<file path="src/rtl/term_pkg.sv">
// Shared definitions for the character-terminal writer: default geometry,
// FSM encoding and the control characters it interprets.
package term_pkg;

    localparam int COLS_DEF = 106;
    localparam int ROWS_DEF = 36;

    localparam logic [7:0] CH_CR    = 8'h0D;
    localparam logic [7:0] CH_LF    = 8'h0A;
    localparam logic [7:0] CH_FF    = 8'h0C;
    localparam logic [7:0] CH_BS    = 8'h08;
    localparam logic [7:0] CH_SPACE = 8'h20;

    typedef enum logic [1:0] {
        CLEAR   = 2'd0,
        IDLE    = 2'd1,
        WRITE   = 2'd2,
        CLRLINE = 2'd3
    } term_state_t;

    function automatic logic is_printable(input logic [7:0] b);
        return (b >= 8'h20) && (b <= 8'h7E);
    endfunction

    function automatic logic is_sweep(input term_state_t s);
        return (s == CLEAR) || (s == CLRLINE);
    endfunction

endpackage

</file>
<file path="src/rtl/term_cursor.sv">
// Cursor column/row/cell-address counters for term_writer; the address is a
// running counter plus a row base so no multiplier is needed.
// Optional macro: TERM_BACKSPACE_EN adds the o_col_zero output.
module term_cursor
    import term_pkg::*;
#(
    parameter int COLS = COLS_DEF,
    parameter int ROWS = ROWS_DEF
) (
    input  logic        i_clk,
    input  logic        i_reset,
    input  logic        i_inc,
    input  logic        i_home,
    input  logic        i_newline,
    input  logic        i_cr,
    input  logic        i_back,
    output logic [11:0] o_addr,
    output logic        o_wrap,
`ifdef TERM_BACKSPACE_EN
    output logic        o_col_zero,
`endif
    output logic        o_last_cell
);

    localparam int CW = (COLS > 1) ? $clog2(COLS) : 1;
    localparam int RW = (ROWS > 1) ? $clog2(ROWS) : 1;

    logic [CW-1:0] col_r;
    logic [RW-1:0] row_r;
    logic [11:0]   addr_r;
    logic [11:0]   base_r;
    logic          wrap_s;
    logic          last_row_s;
    logic [11:0]   next_base_s;

    assign wrap_s      = (col_r == CW'(COLS - 1));
    assign last_row_s  = (row_r == RW'(ROWS - 1));
    assign next_base_s = last_row_s ? 12'd0 : (base_r + 12'(COLS));

    // Cursor update; an inc past the last column behaves like a newline
    always_ff @(posedge i_clk) begin
        if (i_reset || i_home) begin
            col_r  <= {CW{1'b0}};
            row_r  <= {RW{1'b0}};
            addr_r <= 12'd0;
            base_r <= 12'd0;
        end else if (i_newline || (i_inc && wrap_s)) begin
            col_r  <= {CW{1'b0}};
            row_r  <= last_row_s ? {RW{1'b0}} : (row_r + RW'(1'b1));
            addr_r <= next_base_s;
            base_r <= next_base_s;
        end else if (i_cr) begin
            col_r  <= {CW{1'b0}};
            addr_r <= base_r;
        end else if (i_back) begin
            col_r  <= col_r - CW'(1'b1);
            addr_r <= addr_r - 12'd1;
        end else if (i_inc) begin
            col_r  <= col_r + CW'(1'b1);
            addr_r <= addr_r + 12'd1;
        end
    end

    assign o_addr      = addr_r;
    assign o_wrap      = wrap_s;
    assign o_last_cell = wrap_s && last_row_s;
`ifdef TERM_BACKSPACE_EN
    assign o_col_zero  = (col_r == {CW{1'b0}});
`endif

endmodule

</file>
<file path="src/rtl/term_writer.sv">
// Character-stream to video-RAM writer: places printable bytes at the cursor,
// handles CR/LF/FF, and sweeps spaces for screen and line clears.
// Optional macro: TERM_BACKSPACE_EN enables 0x08 as erase-previous-cell.
module term_writer
    import term_pkg::*;
#(
    parameter int COLS = COLS_DEF,
    parameter int ROWS = ROWS_DEF
) (
    input  logic        i_clk,
    input  logic        i_reset,
    input  logic [7:0]  i_data,
    input  logic        i_valid,
    output logic        o_ready,
    output logic        o_we,
    output logic [11:0] o_waddr,
    output logic [7:0]  o_wdata,
    output logic        o_busy
);

    generate
        if (ROWS * COLS > 4096) begin : g_size_check
            $error("term_writer: ROWS*COLS does not fit a 12-bit cell address");
        end
    endgenerate

    term_state_t state_r, state_next_s;
    logic        we_r, we_next_s;
    logic [11:0] waddr_r, waddr_next_s;
    logic [7:0]  wdata_r, wdata_next_s;
    logic        ready_r, ready_next_s;
    logic        busy_r, busy_next_s;
    logic        wr_back_r, wr_back_next_s;
    logic        accept_s;
    logic        cur_inc_s, cur_home_s, cur_newline_s, cur_cr_s, cur_back_s;
    logic [11:0] cur_addr_s;
    logic        cur_wrap_s, cur_last_cell_s;
`ifdef TERM_BACKSPACE_EN
    logic        cur_col_zero_s;
`endif

    term_cursor #(.COLS(COLS), .ROWS(ROWS)) u_cursor (
        .i_clk       (i_clk),
        .i_reset     (i_reset),
        .i_inc       (cur_inc_s),
        .i_home      (cur_home_s),
        .i_newline   (cur_newline_s),
        .i_cr        (cur_cr_s),
        .i_back      (cur_back_s),
        .o_addr      (cur_addr_s),
        .o_wrap      (cur_wrap_s),
`ifdef TERM_BACKSPACE_EN
        .o_col_zero  (cur_col_zero_s),
`endif
        .o_last_cell (cur_last_cell_s)
    );

    assign accept_s = i_valid && ready_r;

    // Next-state, next-output and cursor-command decode
    always_comb begin
        state_next_s   = state_r;
        we_next_s      = 1'b0;
        waddr_next_s   = waddr_r;
        wdata_next_s   = wdata_r;
        wr_back_next_s = wr_back_r;
        cur_inc_s      = 1'b0;
        cur_home_s     = 1'b0;
        cur_newline_s  = 1'b0;
        cur_cr_s       = 1'b0;
        cur_back_s     = 1'b0;
        case (state_r)
            CLEAR: begin
                we_next_s    = 1'b1;
                waddr_next_s = cur_addr_s;
                wdata_next_s = CH_SPACE;
                if (cur_last_cell_s) begin
                    cur_home_s   = 1'b1;
                    state_next_s = IDLE;
                end else begin
                    cur_inc_s = 1'b1;
                end
            end
            IDLE: begin
                if (!accept_s) begin
                    state_next_s = IDLE;
                end else if (is_printable(i_data)) begin
                    we_next_s      = 1'b1;
                    waddr_next_s   = cur_addr_s;
                    wdata_next_s   = i_data;
                    wr_back_next_s = 1'b0;
                    state_next_s   = WRITE;
                end else if (i_data == CH_CR) begin
                    cur_cr_s = 1'b1;
                end else if (i_data == CH_LF) begin
                    cur_newline_s = 1'b1;
                    state_next_s  = CLRLINE;
                end else if (i_data == CH_FF) begin
                    cur_home_s   = 1'b1;
                    state_next_s = CLEAR;
`ifdef TERM_BACKSPACE_EN
                end else if ((i_data == CH_BS) && !cur_col_zero_s) begin
                    we_next_s      = 1'b1;
                    waddr_next_s   = cur_addr_s - 12'd1;
                    wdata_next_s   = CH_SPACE;
                    wr_back_next_s = 1'b1;
                    state_next_s   = WRITE;
`endif
                end else begin
                    state_next_s = IDLE;
                end
            end
            WRITE: begin
                // The write itself is already on the outputs; only the cursor moves here
                if (wr_back_r) begin
                    cur_back_s   = 1'b1;
                    state_next_s = IDLE;
                end else if (cur_wrap_s) begin
                    cur_newline_s = 1'b1;
                    state_next_s  = CLRLINE;
                end else begin
                    cur_inc_s    = 1'b1;
                    state_next_s = IDLE;
                end
            end
            CLRLINE: begin
                we_next_s    = 1'b1;
                waddr_next_s = cur_addr_s;
                wdata_next_s = CH_SPACE;
                if (cur_wrap_s) begin
                    cur_cr_s     = 1'b1;
                    state_next_s = IDLE;
                end else begin
                    cur_inc_s = 1'b1;
                end
            end
            default: begin
                cur_home_s   = 1'b1;
                state_next_s = CLEAR;
            end
        endcase
        ready_next_s = (state_next_s == IDLE) && !we_next_s;
        busy_next_s  = is_sweep(state_next_s) || is_sweep(state_r);
    end

    // State and registered outputs
    always_ff @(posedge i_clk) begin
        if (i_reset) begin
            state_r   <= CLEAR;
            we_r      <= 1'b0;
            waddr_r   <= 12'd0;
            wdata_r   <= CH_SPACE;
            ready_r   <= 1'b0;
            busy_r    <= 1'b1;
            wr_back_r <= 1'b0;
        end else begin
            state_r   <= state_next_s;
            we_r      <= we_next_s;
            waddr_r   <= waddr_next_s;
            wdata_r   <= wdata_next_s;
            ready_r   <= ready_next_s;
            busy_r    <= busy_next_s;
            wr_back_r <= wr_back_next_s;
        end
    end

    assign o_ready = ready_r;
    assign o_we    = we_r;
    assign o_waddr = waddr_r;
    assign o_wdata = wdata_r;
    assign o_busy  = busy_r;

endmodule

</file>
<file path="config.mk">
export PLATFORM = sky130hd
export DESIGN_NAME = term_writer
export DESIGN_NICKNAME = d
export VERILOG_FILES = /design/src/rtl/term_pkg.sv /design/src/rtl/term_cursor.sv /design/src/rtl/term_writer.sv
export SDC_FILE = /design/constraint.sdc
export NUM_CORES = 1
export LEC_CHECK = 0
export CAP_MARGIN = 20
export CELL_PAD_IN_SITES_DETAIL_PLACEMENT = 0
export CELL_PAD_IN_SITES_GLOBAL_PLACEMENT = 1
export CORE_ASPECT_RATIO = 0.7
export CORE_MARGIN = 1.5
export CORE_UTILIZATION = 46
export CTS_BUF_LIST = sky130_fd_sc_hd__clkbuf_8 sky130_fd_sc_hd__clkbuf_16
export CTS_CLUSTER_DIAMETER = 60
export DETAILED_ROUTE_END_ITERATION = 8
export GPL_ROUTABILITY_DRIVEN = 0
export PLACE_DENSITY = 0.85
export SETUP_SLACK_MARGIN = 0.2
export SYNTH_ARGS = -nofsm -noshare
export SYNTH_HDL_FRONTEND = slang
export SYNTH_SLANG_ARGS = --single-unit
export TNS_END_PERCENT = 5
</file>
<file path="constraint.sdc">
create_clock -name i_clk -period 6.95 [get_ports i_clk]
set_input_delay 1.7375 -clock i_clk [delete_from_list [all_inputs] [get_ports i_clk]]
set_output_delay 1.7375 -clock i_clk [all_outputs]
set_load 0.05 [all_outputs]
</file>
==> summary.md <==
| Metric | Value |
|---|---|
| Status | finished clean |
| Post_cts resized | 0 |
| Setup Buffers After CTS | 0 |
| Total CTS buffers | 9 |
| Via count of the first global-routing pass | 2903 |
| Maximum root-to-sink buffer count | 2 |
| Largest net degree at the start of global routing | 29 |
| Starting Density | 0.4734 |
| Root Buffer Master | clkbuf_8 |
| Die Y | 75.30 um |
| Pre-CTS WS | 2.172 ns |
| Total grt overflow | 0 |
| Via density | 5.822 |
| Final setup vio count | 0 |
| VDD IR-drop max | 0.09373 mV |
| First-pass GRT wire length | 14150 um |
| GRT Max-Usage Layer | met2 |
| Final Max Slew Viols | 0 |
| Setup TNS | 0 ns |
| Number of synthesized flops with an enable pin | 0 |
| Placed cell count | 533 |
| Area of the multi-input gates | 2043 um^2 |
| Final WL | 8728 um |
| Yosys warning total | 0 |
| Worst Skew | 0.01005 ns |
| Initial antenna violation count | 0 |
| Worst path arrival time | 4.46 ns |
| Syn Nets | 448 |
| Detailed placer's ending HPWL | 5995 um |
| Layout fillers | 708 |
| Via Count | 3202 |
| Clk pin slew, worst setup/hold paths | 0.08 ns |
| Synth area leaders | dfxtp_1 (36%), a21oi_1 (7.0%), nand2_1 (6.2%) |
| Most common cell in the synthesized netlist | dfxtp_1 |
| Post-route clock period utilization | 0.6002 |
| RSZ-0062 raised after global routing | no |
| Cell accounting for the most synthesized area | dfxtp_1 |
| DR pass1 iterations | 4 |
| Worst skew pair latency | 0.35 ns |
| Worst slew margin | 0.3337 |
| Worst Tran Pin Value | 0.9963 ns |
| CTS Hold Bufs | 0 |
| GR met3 Demand/Resource | 0.04790 |
| Final non-filler cell total | 550 |
| Standard-cell row count | 26 |
| CP Cell Sequence | clkdlybuf4s50_1 -> nor3_1 -> nand4_1 -> nand2_1 -> or3_1 -> o221a_1 |
| Met2 Use GR | 0.3491 |
| Startpoint types | input port |
| Crit path capture type | flop |
| GRT Resource Usage Total | 0.2260 |
| Ys flop type | dfxtp_1 |
| LEAKAGE | 0.001349 uW |
| Cell variety after synth | 55 |
| Largest stage delay, worst path | 0.59 ns |
| DIE WIDTH | 106.3 um |
| Worst Slack Setup Final | 2.779 ns |
| Final-report hold violation count | 0 |
| Layout cells sized above 1 | 0.07080 |
| Ys async rst share | 0 |
| Port buffer count | 33 |
| GRT met1 Usage | 0.3154 |
| Area growth syn-to-layout | 16.90% |
| Placeable Area | 7254 um^2 |
| Power density over the cells | 219.5 nW/um^2 |
| Fmax | 0.2397 GHz |
| N_diodes | 0 |
| DR iter-0 viols | 185 |
| H-tree depth | 3 |
| Setup CP Type | input port to flop |
| Fin nets | 468 |
| Leading cell types by count after synthesis | dfxtp_1 (62), nand2_1 (57), a21oi_1 (48), nand3_1 (33), nor2_1 (25) |
| Synthesized flop and latch total | 62 |
| Slowest CP cell | nand2_1 |
| DRC | 0 |
| DRT antenna net count | 0 |
| Worst Path Max Fanout | 13 |
| Hold Crit Class | flop to flop |
| Sequential-to-total area share from yosys stat | 0.3614 |
| Sink Count | 62 |
| Avg Inst Size Synth | 8.043 um^2 |
| Min Tclk post-route | 4.171 ns |
| Storage cell area | 1241 um^2 |
| I/O pins | 34 |
| Post-Syn Instances | 427 |
| Routed len/inst | 15.87 um |
| Synth Cell Area | 3435 um^2 |
| Die area | 8002 um^2 |
| Worst path required time | 7.24 ns |
| CTS tree | done |
| MaxCap Viol Count | 0 |
| Post-synth top area share | 0.3614 |
[report_power, final]
| part | switching [uW] | leakage (uW) | internal [uW] |
|---|---|---|---|
| Combinational | 79.0 | 0.000742 | 50.7 |
| Sequential | 20.5 | 0.000502 | 372 |
| Clock | 157 | 0.000106 | 203 |
| Total | 256 | 0.00135 | 625 |
[kinds of logic (layout without fill, tap and decap cells)]
| group | Yosys count | in the layout | share of synthesized area |
|---|---|---|---|
| compound gates | 125 | 125 | 0.2401 |
| xor+xnor | 24 | 24 | 0.06120 |
| fa+ha+maj | 10 | 10 | 0.03643 |
| buf+inv | 35 | 60 | 0.04371 |
| flops | 62 | 62 | 0.3614 |
| mux | 2 | 2 | 0.005829 |
| simple gates | 169 | 169 | 0.2514 |
[sequential cells by signal, indices dropped and copies added (netlist names)]
name / cells
o_waddr: 12
u_cursor.base_r: 12
u_cursor.o_addr: 12
o_wdata: 8
u_cursor.col_r: 7
u_cursor.row_r: 6
state_r: 2
o_busy: 1
o_ready: 1
o_we: 1
[layer usage]
layer	share of wire	vias up
met1	0.52	1522
met4	0.011	0
met2	0.44	63
li1	-	1607
met5	0	-
met3	0.033	10
[final timing paths]
| check | start | end | slack [ns] | cells past startpoint |
|---|---|---|---|---|
| max reg2reg | state_r[0]$_SDFF_PP0_ | u_cursor.col_r[1]$_SDFFE_PP0P_ | 3.91 | 7 |
| min | o_waddr[4]$_SDFFE_PP0P_ | o_waddr[4]$_SDFFE_PP0P_ | 0.46 | 2 |
| min reg2reg | o_waddr[4]$_SDFFE_PP0P_ | o_waddr[4]$_SDFFE_PP0P_ | 0.46 | 2 |
| max | i_data[5] | u_cursor.o_addr[1]$_SDFFE_PP0P_ | 2.78 | 6 |
[cell type report]
| class | count | share of cell area |
|---|---|---|
| Tap cell | 98 | 0.03054 |
| Multi-Input combinational cell | 330 | 0.5089 |
| Clock buffer | 9 | 0.03085 |
| Timing Repair Buffer | 37 | 0.08975 |
| Inverter | 7 | 0.006544 |
| Clock inverter | 7 | 0.02431 |
| Sequential cell | 62 | 0.3091 |
[worst max-delay path: cells and delay by family]
kind / cells / cell delay [ns]
AND/OR/NAND/NOR: 4 / 1.99
buffers and inverters: 1 / 0.48
AO/OA/AOI/OAI: 1 / 0.25
[cells in the final DEF, fill, tap and decap left out, types with 4 or more instances in the layout]
cell type / synthesis / routed
dfxtp_1: 62 / 62
nand2_1: 57 / 57
a21oi_1: 48 / 48
nand3_1: 33 / 33
clkdlybuf4s50_1: 0 / 33
nor2_1: 25 / 25
o21ai_0: 12 / 12
a31oi_1: 12 / 12
xor2_1: 12 / 12
xnor2_1: 12 / 12
ha_1: 10 / 10
nor3_1: 9 / 9
o41ai_1: 9 / 9
clkbuf_8: 0 / 9
and2_1: 8 / 8
o211ai_1: 8 / 8
inv_1: 7 / 7
nand4_1: 7 / 7
a211oi_1: 6 / 6
a211o_1: 5 / 5
nor3b_1: 4 / 4
a31o_2: 4 / 4
or3_1: 4 / 4
[through the flow]
stage               utilization  hold slack, ns  instance area, um^2  total power, uW
finish                   0.5535          0.4557                 4015            881.4
global route             0.5535          0.4805                 4015            916.3
CTS                      0.5524          0.4597                 4008            884.8
detailed placement       0.5219          0.4485                 3786            527.9
global placement         0.5219          0.4424                 3786            526.1
floorplan                     -          0.4491                 3435            487.2
Note: power is estimated with default switching activity, not from simulation.
